<file path="src/rtl/hazard_pkg.sv">
// Shared hazard-control definitions: producer latency type and the
// per-class latencies that decode assigns to id_lat.
package hazard_pkg;

    localparam int LAT_W_DFLT = 3;

    typedef logic [LAT_W_DFLT-1:0] lat_t;

    // Stall cycles a back-to-back consumer needs behind each producer class
    localparam lat_t LAT_ALU  = 3'd0;
    localparam lat_t LAT_LOAD = 3'd1;
    localparam lat_t LAT_MUL  = 3'd4;

endpackage

</file>
<file path="src/rtl/sb_counter.sv">
// One scoreboard entry: countdown of cycles until its register's value is
// available. Load has priority over the decrement.
module sb_counter
    import hazard_pkg::*;
#(
    parameter int LAT_W = LAT_W_DFLT
) (
    input  logic             clk,
    input  logic             rst,
    input  logic             load,
    input  logic [LAT_W-1:0] load_val,
    output logic [LAT_W-1:0] cnt,
    output logic             busy
);

    // Reload on issue, otherwise count down to zero and hold
    always_ff @(posedge clk) begin
        if (rst)
            cnt <= '0;
        else if (load)
            cnt <= load_val;
        else if (cnt != '0)
            cnt <= cnt - LAT_W'(1);
    end

    assign busy = (cnt != '0);

endmodule

</file>
<file path="src/rtl/hazard_scoreboard.sv">
// Countdown-scoreboard hazard detector and stall controller between ID and EX.
// Optional statistics counters are enabled with HAZARD_STATS_EN.
module hazard_scoreboard
    import hazard_pkg::*;
#(
    parameter int NREG   = 32,
    parameter int REG_AW = 5,
    parameter int LAT_W  = LAT_W_DFLT
) (
    input  logic              clk,
    input  logic              rst,
    input  logic              id_valid,
    input  logic [REG_AW-1:0] id_rs1,
    input  logic [REG_AW-1:0] id_rs2,
    input  logic              id_use_rs1,
    input  logic              id_use_rs2,
    input  logic [REG_AW-1:0] id_rd,
    input  logic              id_rd_we,
    input  logic [LAT_W-1:0]  id_lat,
    input  logic              flush,
    output logic              pc_write,
    output logic              ifid_write,
    output logic              bubble,
    output logic              issue,
`ifdef HAZARD_STATS_EN
    output logic [31:0]       stall_cycles,
    output logic [31:0]       issue_count,
`endif
    output logic [NREG-1:0]   busy_vec
);

    // Table covers the whole address space so out-of-range indices read 0
    localparam int NADDR = 2 ** REG_AW;

    logic [LAT_W-1:0] cnt_tab [NADDR];
    logic             raw, waw, stall, rec_en;

    assign cnt_tab[0] = '0;
    assign busy_vec[0] = 1'b0;

    // x0 is never recorded; rec_en is already gated by flush through issue
    assign rec_en = issue & id_rd_we & (id_rd != '0);

    genvar g;
    generate
        for (g = 1; g < NADDR; g++) begin : g_reg
            if (g < NREG) begin : g_cnt
                sb_counter #(.LAT_W(LAT_W)) u_cnt (
                    .clk      (clk),
                    .rst      (rst),
                    .load     (rec_en && (id_rd == REG_AW'(g))),
                    .load_val (id_lat),
                    .cnt      (cnt_tab[g]),
                    .busy     (busy_vec[g])
                );
            end else begin : g_none
                assign cnt_tab[g] = '0;
            end
        end
    endgenerate

    // Hazard detection and stall/issue decisions from registered counters
    always_comb begin
        raw = (id_use_rs1 && cnt_tab[id_rs1] != '0) ||
              (id_use_rs2 && cnt_tab[id_rs2] != '0);
        // A younger write must not complete before an older pending one
        waw = id_rd_we && (id_rd != '0) && (cnt_tab[id_rd] > id_lat);
        stall      = id_valid & ~flush & (raw | waw);
        issue      = id_valid & ~flush & ~stall;
        pc_write   = ~stall;
        ifid_write = ~stall;
        bubble     = stall | flush | ~id_valid;
    end

`ifdef HAZARD_STATS_EN
    // Free-running stall and issue counters, wrapping modulo 2**32
    always_ff @(posedge clk) begin
        if (rst) begin
            stall_cycles <= '0;
            issue_count  <= '0;
        end else begin
            if (stall) stall_cycles <= stall_cycles + 32'd1;
            if (issue) issue_count  <= issue_count + 32'd1;
        end
    end
`endif

endmodule

</file>
<file path="config.mk">
export PLATFORM = sky130hd
export DESIGN_NAME = hazard_scoreboard
export DESIGN_NICKNAME = d
export VERILOG_FILES = /design/src/rtl/hazard_pkg.sv /design/src/rtl/sb_counter.sv /design/src/rtl/hazard_scoreboard.sv
export SDC_FILE = /design/constraint.sdc
export NUM_CORES = 1
export LEC_CHECK = 0
export CELL_PAD_IN_SITES_DETAIL_PLACEMENT = 0
export CELL_PAD_IN_SITES_GLOBAL_PLACEMENT = 1
export CORE_UTILIZATION = 45
export CTS_CLUSTER_SIZE = 20
export DETAILED_ROUTE_END_ITERATION = 8
export PLACE_DENSITY_LB_ADDON = 0.1
export SYNTH_ARGS = -nofsm -noshare
export SYNTH_HDL_FRONTEND = slang
export SYNTH_HIERARCHICAL = 1
export SYNTH_SLANG_ARGS = --single-unit
</file>
<file path="constraint.sdc">
create_clock -name clk -period 6.2 [get_ports clk]
set_clock_uncertainty 0.2 [all_clocks]
set_input_delay 1.24 -clock clk [delete_from_list [all_inputs] [get_ports clk]]
set_output_delay 1.24 -clock clk [all_outputs]
set_load 0.03 [all_outputs]
</file>
Word-level counts from Yosys, hierarchy flattened --
Cells that the tools add are included.
Operators by class: $add $sub $neg 31, order comparisons 4, equal/unequal tests 31, muxes and demuxes 71, bitwise gates (word level) 14, reductions and logical operators 101
Operators with widths (count):
- 2-to-1 mux 3 bit | 68
- nonzero test 3 bit | 33
- subtractor 3 x 1 -> 3 bit, second input constant | 31
- == test 5 bit, second input constant | 16
- nonzero test 2 bit | 31
- binary-select mux 3 bit (select 5 bit) | 3
- == test 5 x 4 -> 1 bit, second input constant | 8
- logical AND 1 bit | 35
- == test 5 x 3 -> 1 bit, second input constant | 4
- greater-or-equal comparator 6 bit, second input constant | 3
- NOT 5 -> 6 bit | 3
- == test 5 x 2 -> 1 bit, second input constant | 2
- bitwise AND 1 bit | 5
- == test 5 x 1 -> 1 bit, second input constant | 1
- nonzero test 5 bit | 1
- > comparator 3 bit | 1
- NOT 1 bit | 3
- OR 1 bit | 3
- logical OR 1 bit | 1
Word-level totals: flip-flop bits (word level) 93, input bits 25, output and inout port bits 36, logic and storage cells 283

Longest topological paths before layout --
Gate-level depths: netlist of run 1.
word-level depth 15, mapped depth 15, mapped depth without buffers 13

Cells and area by module --
The synthesis of run 1 kept the hierarchy.
By module, submodules not included:
- sb_counter | instances 31, cells an instance 21, area an instance 202.7 um2, seq. area each 60.1 um2
- hazard_scoreboard | instances 1, cells an instance 270, area an instance 2167.1 um2, seq. area each 0.0 um2

Worst setup path before layout of run 1 --
No wires, ideal clock.
path type input to output, start point input id_rd[0], end point output pc_write, arrival 5.061 ns, data required time 4.760 ns, path slack -0.301 ns, stages 13, path buffers 3, path through clkbuf_1 -> mux4_2 -> mux4_2 -> mux2_2 -> ha_1 -> nor2b_1 -> o21ai_0 -> nand2b_1 -> o2111ai_1 -> nand3_2 -> buf_4 -> o21ai_0 -> buf_4
On the way: cells in the longest elaborated chain, start to end 9
RTL lines:
- from (decl) | line hazard_scoreboard.sv:17 | input logic [REG_AW-1:0] id_rd,
- NOT 5 -> 6 bit (not written as such) | line hazard_scoreboard.sv:67 | waw = id_rd_we && (id_rd != '0) && (cnt_tab[id_rd] > id_lat);
- binary-select mux 3 bit (select 5 bit) | line hazard_scoreboard.sv:67
- 2-to-1 mux 3 bit (not written as such) (2 in series) | line hazard_scoreboard.sv:67
- > comparator 3 bit | line hazard_scoreboard.sv:67
- logical AND 1 bit * | line hazard_scoreboard.sv:67
- OR 1 bit * | line hazard_scoreboard.sv:68 | stall = id_valid & ~flush & (raw | waw);
- bitwise AND 1 bit * | line hazard_scoreboard.sv:68
- NOT 1 bit *
- to (decl) | line hazard_scoreboard.sv:21 | output logic pc_write,
Mark *: on every way between the ends. The rest lies on a longest branch, timed or not. The select of a mux whose other input is x is not followed.

Worst setup path in the final report of run 1 --
start point input id_rd[1], end point output bubble
On the way: cells in the longest elaborated chain, start to end 10
RTL lines:
- NOT 5 -> 6 bit (not written as such) | line hazard_scoreboard.sv:67
- binary-select mux 3 bit (select 5 bit) | line hazard_scoreboard.sv:67
- 2-to-1 mux 3 bit (not written as such) (2 in series) | line hazard_scoreboard.sv:67
- > comparator 3 bit | line hazard_scoreboard.sv:67
- logical AND 1 bit * | line hazard_scoreboard.sv:67
- OR 1 bit * | line hazard_scoreboard.sv:68
- bitwise AND 1 bit * | line hazard_scoreboard.sv:68
- OR 1 bit * (2 in series) | line hazard_scoreboard.sv:72 | bubble = stall | flush | ~id_valid;
- to (decl) | line hazard_scoreboard.sv:23 | output logic bubble,
Marks and branches as above.

==> metrics.yaml, run 1 <==
run_status:
  status: "finished with violations"
  failed_checks: "DRC"
clock_tree:
  hold_buffers: 0
  cts_inserted_buffers: 9
  root_buffer: "clkbuf_16"
  cts_buffer_depth: 2
  post_cts_buffers: 0
  cts_resized: 0
  cts_tree: "done"
  cts.htree.levels: 3
  clkLatencyLatePin_ns: 0.35
  clock_sinks: 93
  cts.clk_slew.worst_paths_ns: 0.07
routing:
  drt_iter0_markers: 652
  wire_per_inst_um: 19.71
  routed_wl_mm: 24.54
  drtAntennaViolNets: 0
  drcViolationCount: 4
  first_pass_iters: 9
  vias: 7540
  vias_per_cell: 6.056
timing:
  slew_viol_final: 0
  fin_crit_ns: 6.024
  worstMarginPinSlew_ns: 0.7262
  fin_crit_sh_pct: 97.17
  hold_viol: 0
  setup_viol: 0
  max-slew-margin-rel_pct: 51.59
  fin_setup_tns_ns: 0
  clock.fmax_mhz: 166.0
  rsz0062_at_grt: "false"
synth:
  ys_seq_area_share_pct: 22.03
  syn-num-nets: 1011
  synth_ff_type: "dfxtp_1"
  ys_warn_count: 6
  synth.top_cell.area_share_pct: 22.03
  synth.largest_area_cell: "dfxtp_1"
  synth-edff-count: 0
  netlist_area_um2: 8451
  ys_types: 48
  synth-seq-cells: 93
  synth_area_per_cell_um2: 9.175
  ys_top_cells_by_area: "dfxtp_1 (22%), nor2b_1 (12%), ha_1 (9.6%), mux4_2 (9.3%), a2111oi_1 (7.3%)"
  netlist_instances: 921
  async_flop_share_pct: 0
floorplanning:
  io_pins: 61
  initial_core_util_pct: 46.41
  core-area_um2: 18210
  die_x_um: 139.0
  die-area_um2: 19330
  die_y_um: 139.0
  rows: 49
setup_path:
  required_ns: 4.76
  startpoint: "id_rd[1]"
  cp-start-kind: "primary input"
  critPathMostFrequentCell: "mux4_2"
  path_cells: "clkdlybuf4s50_1 -> buf_12 -> mux4_2 -> mux4_2 -> mux2_2 -> ha_1 -> nor2b_1 -> o21ai_0 -> nand2b_1 -> o2111ai_1 -> nand3_2 -> or3_1 -> buf_4"
  r2r_start: "g_reg[25].g_cnt.u_cnt/cnt[1]"
  crit_slowest_cell: "clkdlybuf4s50_1"
  cp-end-kind: "output pin"
  cp_max_fo: 28
  max_stage_delay_ns: 0.59
  crit_type: "primary input to output pin"
  crit_arrival_ns: 4.58
  reg2reg_depth: 14
layout:
  synthToLayoutAreaGrowth_pct: 17.10
  largest_reg_flops: 93
  nets: 1104
  top_register: "g.g_cnt.u_cnt/cnt"
  layout_common_cells: "nor2b_1 (161), inv_1 (98), dfxtp_1 (93)"
  reg.largest.list: "g.g_cnt.u_cnt/cnt x93"
  drive_gt1_share_pct: 14.76
  antennaDiodeCount: 0
  final_common_cell: "nor2b_1"
  post-route-util_pct: 54.35
grt:
  grt_max_degree: 53
  met3_usage_pct: 4.316
  grt_pass1_wl_mm: 38.63
  gr-total-overflow: 0
  top_usage_layer: "met2"
  antenna_found_initial: 0
  grt_use_total_pct: 25.65
  grt_pass1_vias: 6900
  grt.met1_usage_pct: 34.93
  grt_use_met2_pct: 41.31
job:
  drv_cap: 0
power:
  power_mw: 4.639
  ir_drop_v: 0.0002580
  leakage_nw: 3.562
  power_density_nw_per_um2: 468.8
place:
  gp_congestion: 0.9309
  dp_hpwl_mm: 18.36
  port_buffers: 59
min_path:
  holdPathStages: 2
  holdCritPathClass: "flip-flop to flip-flop"
  min_from: "g_reg[11].g_cnt.u_cnt/cnt[0]"
-- logic make-up after synthesis --
family                     after synthesis  share of synthesized area, %
AOI/OAI and AO/OA                      129                         16.21
adders and majority gates               65                         9.624
buffers and inverters                  127                         5.878
DFF                                     93                         22.03
muxes                                   45                         10.60
other                                    1                       0.04438
and+or+nand+nor                        461                         35.61
-- per-layer routing --
layer | up-vias | share of wire, % | wire [µm]
met4 | 0 | 2.3 | 569
li1 | 3647 | - | -
met2 | 208 | 46 | 11350
met1 | 3643 | 46 | 11400
met5 | - | 0 | 0
met3 | 42 | 5.0 | 1224
-- through the flow --
| stage | worst slack [ns] | std cells | cell area, µm² | hold slack (ns) |
|---|---|---|---|---|
| 6_report | 0.1757 | 1245 | 9896 | 0.4724 |
| 3_5_place_dp | 0.1737 | 1232 | 9637 | 0.4596 |
| 5_1_grt | 0.03831 | 1245 | 9896 | 0.5091 |
| 3_3_place_gp | 0.1573 | 1232 | 9637 | 0.4535 |
| 2_1_floorplan | 0.07187 | 921 | 8454 | 0.3965 |
| 4_1_cts | 0.1496 | 1245 | 9891 | 0.4747 |
-- path summary, 6_finish.rpt --
kind                            slack, ns                            to
worst max register to register       2.04   g_reg[7].g_cnt.u_cnt/cnt[0]
worst min-delay path                 0.47  g_reg[11].g_cnt.u_cnt/cnt[0]
worst max-delay path                 0.18                        bubble
worst min register to register       0.47  g_reg[11].g_cnt.u_cnt/cnt[0]
-- where the power goes --
group | switching [mW] | internal, mW | leakage [nW] | total (mW)
clock network | 0.241 | 0.274 | 0.130 | 0.516
registers | 0.475 | 0.871 | 0.773 | 1.35
logic | 1.35 | 1.43 | 2.66 | 2.78
-- layout make-up --
class	count	area, µm²
fillers	1705	8313
multi-input cells	701	6112
flip-flops and latches	93	1862
repair buffers	111	1013
inverters	98	367.9
well taps	229	286.5
clock buffers	10	239.0
clock inverters	3	15.01
-- cell usage after synthesis, drive strengths merged (2+ instances only) --
master,count
a311o,2
inv,98
nand2,29
mux4,35
a211oi,4
a22o,3
or3,3
nor2,12
or2b,31
dfxtp,93
or4,2
a31oi,2
a2111oi,66
buf,14
a311oi,32
a21oi,4
o211ai,2
o21ai,5
nand4,2
nor4b,68
nor2b,161
nor3,55
and2,3
nand2b,35
o2111ai,2
ha,65
a211o,3
or3b,31
mux2,6
nor4,15
clkbuf,15
nand3,10
mux2i,4
o311ai,2
-- worst max-delay path, delay by kind of cell --
| family | cells | cell delay, ns |
|---|---|---|
| AOI/OAI and AO/OA | 2 | 0.23 |
| adders and majority gates | 1 | 0.29 |
| buffers and inverters | 3 | 0.99 |
| muxes | 3 | 1.10 |
| and+or+nand+nor | 4 | 0.72 |
No activity file was read; power rests on OpenSTA's default activity.
==> inputs of run 2 (changes only) <==
Settings changed: ABC_AREA set to 0.
==> results of run 2 <==
Same layout as run 1: the final DEF is identical, and so are final timing and power.
==> RTL edit 1 (config.mk and constraints of run 1) <==
Register the output `ifid_write`, without a reset; this adds one clock of latency there. The other outputs are not delayed to match.
--- a/src/rtl/hazard_scoreboard.sv
+++ b/src/rtl/hazard_scoreboard.sv
@@ -33,2 +33,4 @@
     localparam int NADDR = 2 ** REG_AW;
+
+    logic ifid_write_d;
 
@@ -70,3 +72,3 @@
         pc_write   = ~stall;
-        ifid_write = ~stall;
+        ifid_write_d = ~stall;
         bubble     = stall | flush | ~id_valid;
@@ -87,2 +89,6 @@
 
+    always_ff @(posedge clk) begin
+        ifid_write <= ifid_write_d;
+    end
+
 endmodule
Check against the original RTL: not equivalent (a bounded check fails within 4 cycles, from zero or initial values and one cycle with rst high).
==> RTL edit 1 against run 1 <==
The flow still finishes with violations (design-rule violations); sequential power about the same; final area decreased by 0.70%; synthesized area decreased by 0.34%; utilization decreased by 0.20 points; sequential cell count increased by 1; worst setup slack improved by 0.0020 ns; largest power group unchanged; routed wire length increased by 0.98%; total power increased by 1.4%.
==> RTL edit 1: results (changes against run 1) <==
stage,metric,value,unit,change
yosys,adder-cell share of the synthesized area,0.0966,,+0.000329
setup_path,Worst Reg-to-Reg Cells,12,,-2
power_and_ir_drop,peak supply drop,0.281,mV,+8.9%
routing,DRT Wirelength,24800,um,+0.98%
placed_design,Placed Area,0.00955,mm2,-0.95%
power_and_ir_drop,Comb pwr share,0.601,,+0.002
setup_path,Critical Path Start,id_rd[0],,
worst_hold_path,Hold EP,g_reg[22].g_cnt.u_cnt/cnt[0]$_SDFFE_PP0P_,,
power_and_ir_drop,clock share of power,0.113,,+0.002
routing,Vias per Instance,6.26,,+3.4%
global_routing,GR Util met1,0.358,,+0.00868
setup_path,Crit-path slowest cell,mux4_2,,
outcome,status,finished with violations,,
global_routing,largest net degree at the start of global routing,52,,-1.9%
placed_design,dpl hpwl,18500,um,+0.89%
setup_path,reg2reg setup slack,1.75,ns,-0.29 ns
yosys,"top cells by count, synth","nor2b_1 (161), inv_1 (98), dfxtp_1 (94)",,
layout,Final #Nets,1073,,-2.8%
layout,filler cell count in the final layout,1664,,-2.4%
routing,Avg WL per Cell,20.3,um,+3.2%
global_routing,first-pass GRT wire length,39000,um,+0.98%
routing,Post-route DRC,6,,+2
yosys,Post-Syn Instances,890,,-3.4%
outcome,failing checks,design-rule violations,,
layout,layout cells sized above 1,0.151,,+0.00317
global_routing,GRT met3 Usage,0.0359,,-0.00725
routing,metal3 WL,1450,um,+18%
placed_design,Final GP Congestion,0.860,,-7.6%
yosys,post-synthesis sequential area ratio,0.223,,+0.00313
layout,area of the multi-input gates,0.00608,mm2,-0.55%
worst_hold_path,hold_sp,g_reg[22].g_cnt.u_cnt/cnt[0]$_SDFFE_PP0P_,,
power_and_ir_drop,Pint,2.60,mW,+0.75%
setup_path,worst r2r src,g_reg[30].g_cnt.u_cnt/cnt[1]$_SDFFE_PP0P_,,
global_routing,All-Layer GR Usage,0.260,,+0.00309
routing,Iter 0 DRT Violations,484,,-26%
sta,worst slew pin tran,0.731,ns,+0.00531 ns
yosys,largest cells by area after synthesis,"dfxtp_1 (22%), nor2b_1 (12%), ha_1 (9.7%)",,
yosys,complex-gate fraction of the synthesized area,0.168,,+0.00575
sta,Final Hold Slack,0.482,ns,+0.00926 ns
## RTL edit 1: cell count changes in the layout (fill, tap and decap cells not counted), sizes merged, moves of 5 or more
cell   before  now
buf        58   49
nand2      29   14
nor2       12    6
nor4       15    9
or3         3    8
## RTL edit 1: cell families after synthesis
kind of cell / Yosys count
AOI/OAI and AO/OA: 131
muxes: 47
and+or+nand+nor: 432
buffers and inverters: 120
adders and majority gates: 65
DFF: 94
other: 1
## RTL edit 1: how the worst max path moves through the flow
stage,to,cells after the start,slack [ns]
final,issue,11,0.18
after global routing,issue,11,0.02
after CTS,pc_write,12,0.03
after detailed placement,pc_write,12,0.04
after global placement,pc_write,12,0.1
after floorplan,pc_write,10,0.11
## RTL edit 1: layout make-up
class,instances,area share
flip-flops and latches,94,0.191
repair buffers,103,0.0954
clock inverters,5,0.00369
well taps,229,0.0292
diodes,1,0.000255
multi-input cells,676,0.619
inverters,99,0.0378
clock buffers,11,0.0237
==> RTL edit 2 (settings of run 1) <==
Made on the original files. Build with the macro `HAZARD_STATS_EN` defined.
--- a/src/rtl/hazard_scoreboard.sv
+++ b/src/rtl/hazard_scoreboard.sv
@@ -2,2 +2,4 @@
 // Optional statistics counters are enabled with HAZARD_STATS_EN.
+`define HAZARD_STATS_EN
+
 module hazard_scoreboard
New outputs: issue_count and stall_cycles. Check against the original RTL: not settled (the Yosys comparison gave no result); the edit may change what the design does.
==> RTL edit 2 against run 1 <==
Final area grew 41%; largest cell class unchanged; sequential share of layout area grew 3.7 points; hold slack lost 0.18 ns; sequential cell count grew 64; register-to-register slack lost 0.64 ns; global-route usage shrank 0.51 points; synthesized cell count grew 37%; critical path depth is the same; worst setup slack lost 0.020 ns; synthesized area grew 35%; total power grew 23%; count of clock-buffer cells in the layout grew 7; routed wire length grew 31%; clock power grew 110%.
==> RTL edit 2: results (changes against run 1) <==
stage,metric,value,unit,change
global_routing,largest net degree at the start of global routing,95,,+79%
yosys,Post-Syn Nets,1355,,+34%
yosys,post-synthesis sequential area ratio,0.275,,+0.0548
sta,Max-slew headroom,0.473,,-0.0432
routing,Antenna Nets Post-Route,0,,unchanged
layout,inverters,121,,+23%
layout,final std cells w/o fill,1760,,+41%
routing,Vias per Instance,5.93,,-2.1%
layout,filler cell count in the final layout,2265,,+33%
power_and_ir_drop,sw frac,0.422,,-0.0229
layout,clk tree area frac,0.0441,,+0.0185
routing,metal3 WL,1380,um,+13%
cts,clock sinks,157,,+69%
yosys,largest cells by area after synthesis,"dfxtp_1 (28%), nor2b_1 (9.6%), ha_1 (7.3%)",,
global_routing,GRT met2 Usage,0.424,,+0.0111
routing,WL met1,14600,um,+28%
layout,multi-input gates,941,,+34%
routing,Avg WL per Cell,18.2,um,-7.7%
global_routing,first-pass GRT wire length,52200,um,+35%
cts,worst skew pair latency,0.44,ns,+0.09 ns
yosys,Post-Syn Instances,1263,,+37%
global_routing,vias in the first global route,9889,,+43%
layout,Non-clk bufs,185,,+67%
placed_design,Placed Area,0.0133,mm2,+38%
cts,# H-tree levels,4,,+1
cts,TritonCTS Buffers,17,,+8
global_routing,GRT met3 Usage,0.0354,,-0.00772
layout,NonClk Buf Share,0.121,,+0.0189
power_and_ir_drop,Leakage,4.84,nW,+36%
setup_path,biggest cell delay along the critical path,0.51,ns,-0.08 ns
placed_design,Place WS,0.00963,ns,-0.164 ns
setup_path,critical-path maximum fanout,16,,-43%
routing,Iter 0 DRT Violations,778,,+19%
layout,"Area growth, synth to finish",22.1,%,
setup_path,Crit-path slowest cell,mux4_2,,
setup_path,CP Data Arrival Time,4.60,ns,+0.02 ns
layout,Finished Cell Area,0.0139,mm2,+41%
power_and_ir_drop,peak supply drop,0.282,mV,+9.2%
global_routing,All-Layer GR Usage,0.251,,-0.00508
cts,clock slew at reported path FFs,0.07,ns,about the same
routing,DR pass1 iterations,6,,-3
placed_design,Placed Instances,1728,,+40%
setup_path,Worst Reg-to-Reg Cells,17,,+3
yosys,"top cells by count, synth","nor2b_1 (175), dfxtp_1 (157), inv_1 (120)",,
layout,layout cells sized above 1,0.139,,-0.00836
placed_design,dpl hpwl,23300,um,+27%
routing,DR WL met2,15200,um,+34%
layout,sequential share of cell area,0.225,,+0.0372
placed_design,Final GP Congestion,0.934,,+0.30%
placed_design,port buffer count,123,,+110%
layout,Top Registers,"g.g_cnt.u_cnt/cnt (93), issue_count (32), stall_cycles (32)",,
outcome,status,completed,,
global_routing,GR Util met1,0.325,,-0.0247
RTL edit 2: power by group through the flow:
stage          Combinational (mW)  Sequential (mW)  Clock, mW
3_3_place_gp                 2.77             1.79          0
3_5_place_dp                 2.82             1.77          0
6_report                     2.84             1.77       1.10
5_1_grt                      3.11             1.81       1.17
4_1_cts                      2.84             1.75       1.14
2_1_floorplan                2.11             1.57          0
RTL edit 2: repair_timing:
action,in CTS,in global routing
setup endpoints to repair,0,4
gates resized for setup,0,1
setup buffers,0,0
hold buffers,0,0
RTL edit 2: worst max-delay path, delay by kind of cell:
| kind | cells | cell delay (ns) |
|---|---|---|
| buf+inv | 4 | 0.74 |
| mux | 3 | 1.27 |
| fa+ha+maj | 1 | 0.30 |
| simple gates | 1 | 0.17 |
| compound gates | 4 | 0.87 |
RTL edit 2: path summary, 6_finish.rpt:
path                                             startpoint  slack [ns]                                         to
setup / recovery                                   id_rd[0]        0.16                                 ifid_write
hold / removal                 issue_count[31]$_SDFFE_PP0P_        0.30               issue_count[31]$_SDFFE_PP0P_
setup reg to reg  g_reg[31].g_cnt.u_cnt/cnt[1]$_SDFFE_PP0P_        1.40  g_reg[19].g_cnt.u_cnt/cnt[1]$_SDFFE_PP0P_
hold reg to reg                issue_count[31]$_SDFFE_PP0P_        0.30               issue_count[31]$_SDFFE_PP0P_
RTL edit 2: cells by family after synthesis:
logic type / Yosys count / share of synthesized area
AO/OA/AOI/OAI: 208 / 0.166
XOR/XNOR: 20 / 0.0153
buffers and inverters: 165 / 0.0564
flip-flops: 157 / 0.275
AND/OR/NAND/NOR: 589 / 0.325
other: 1 / 0.000328
multiplexers: 56 / 0.0878
adder cells (fa/ha/maj): 67 / 0.0734
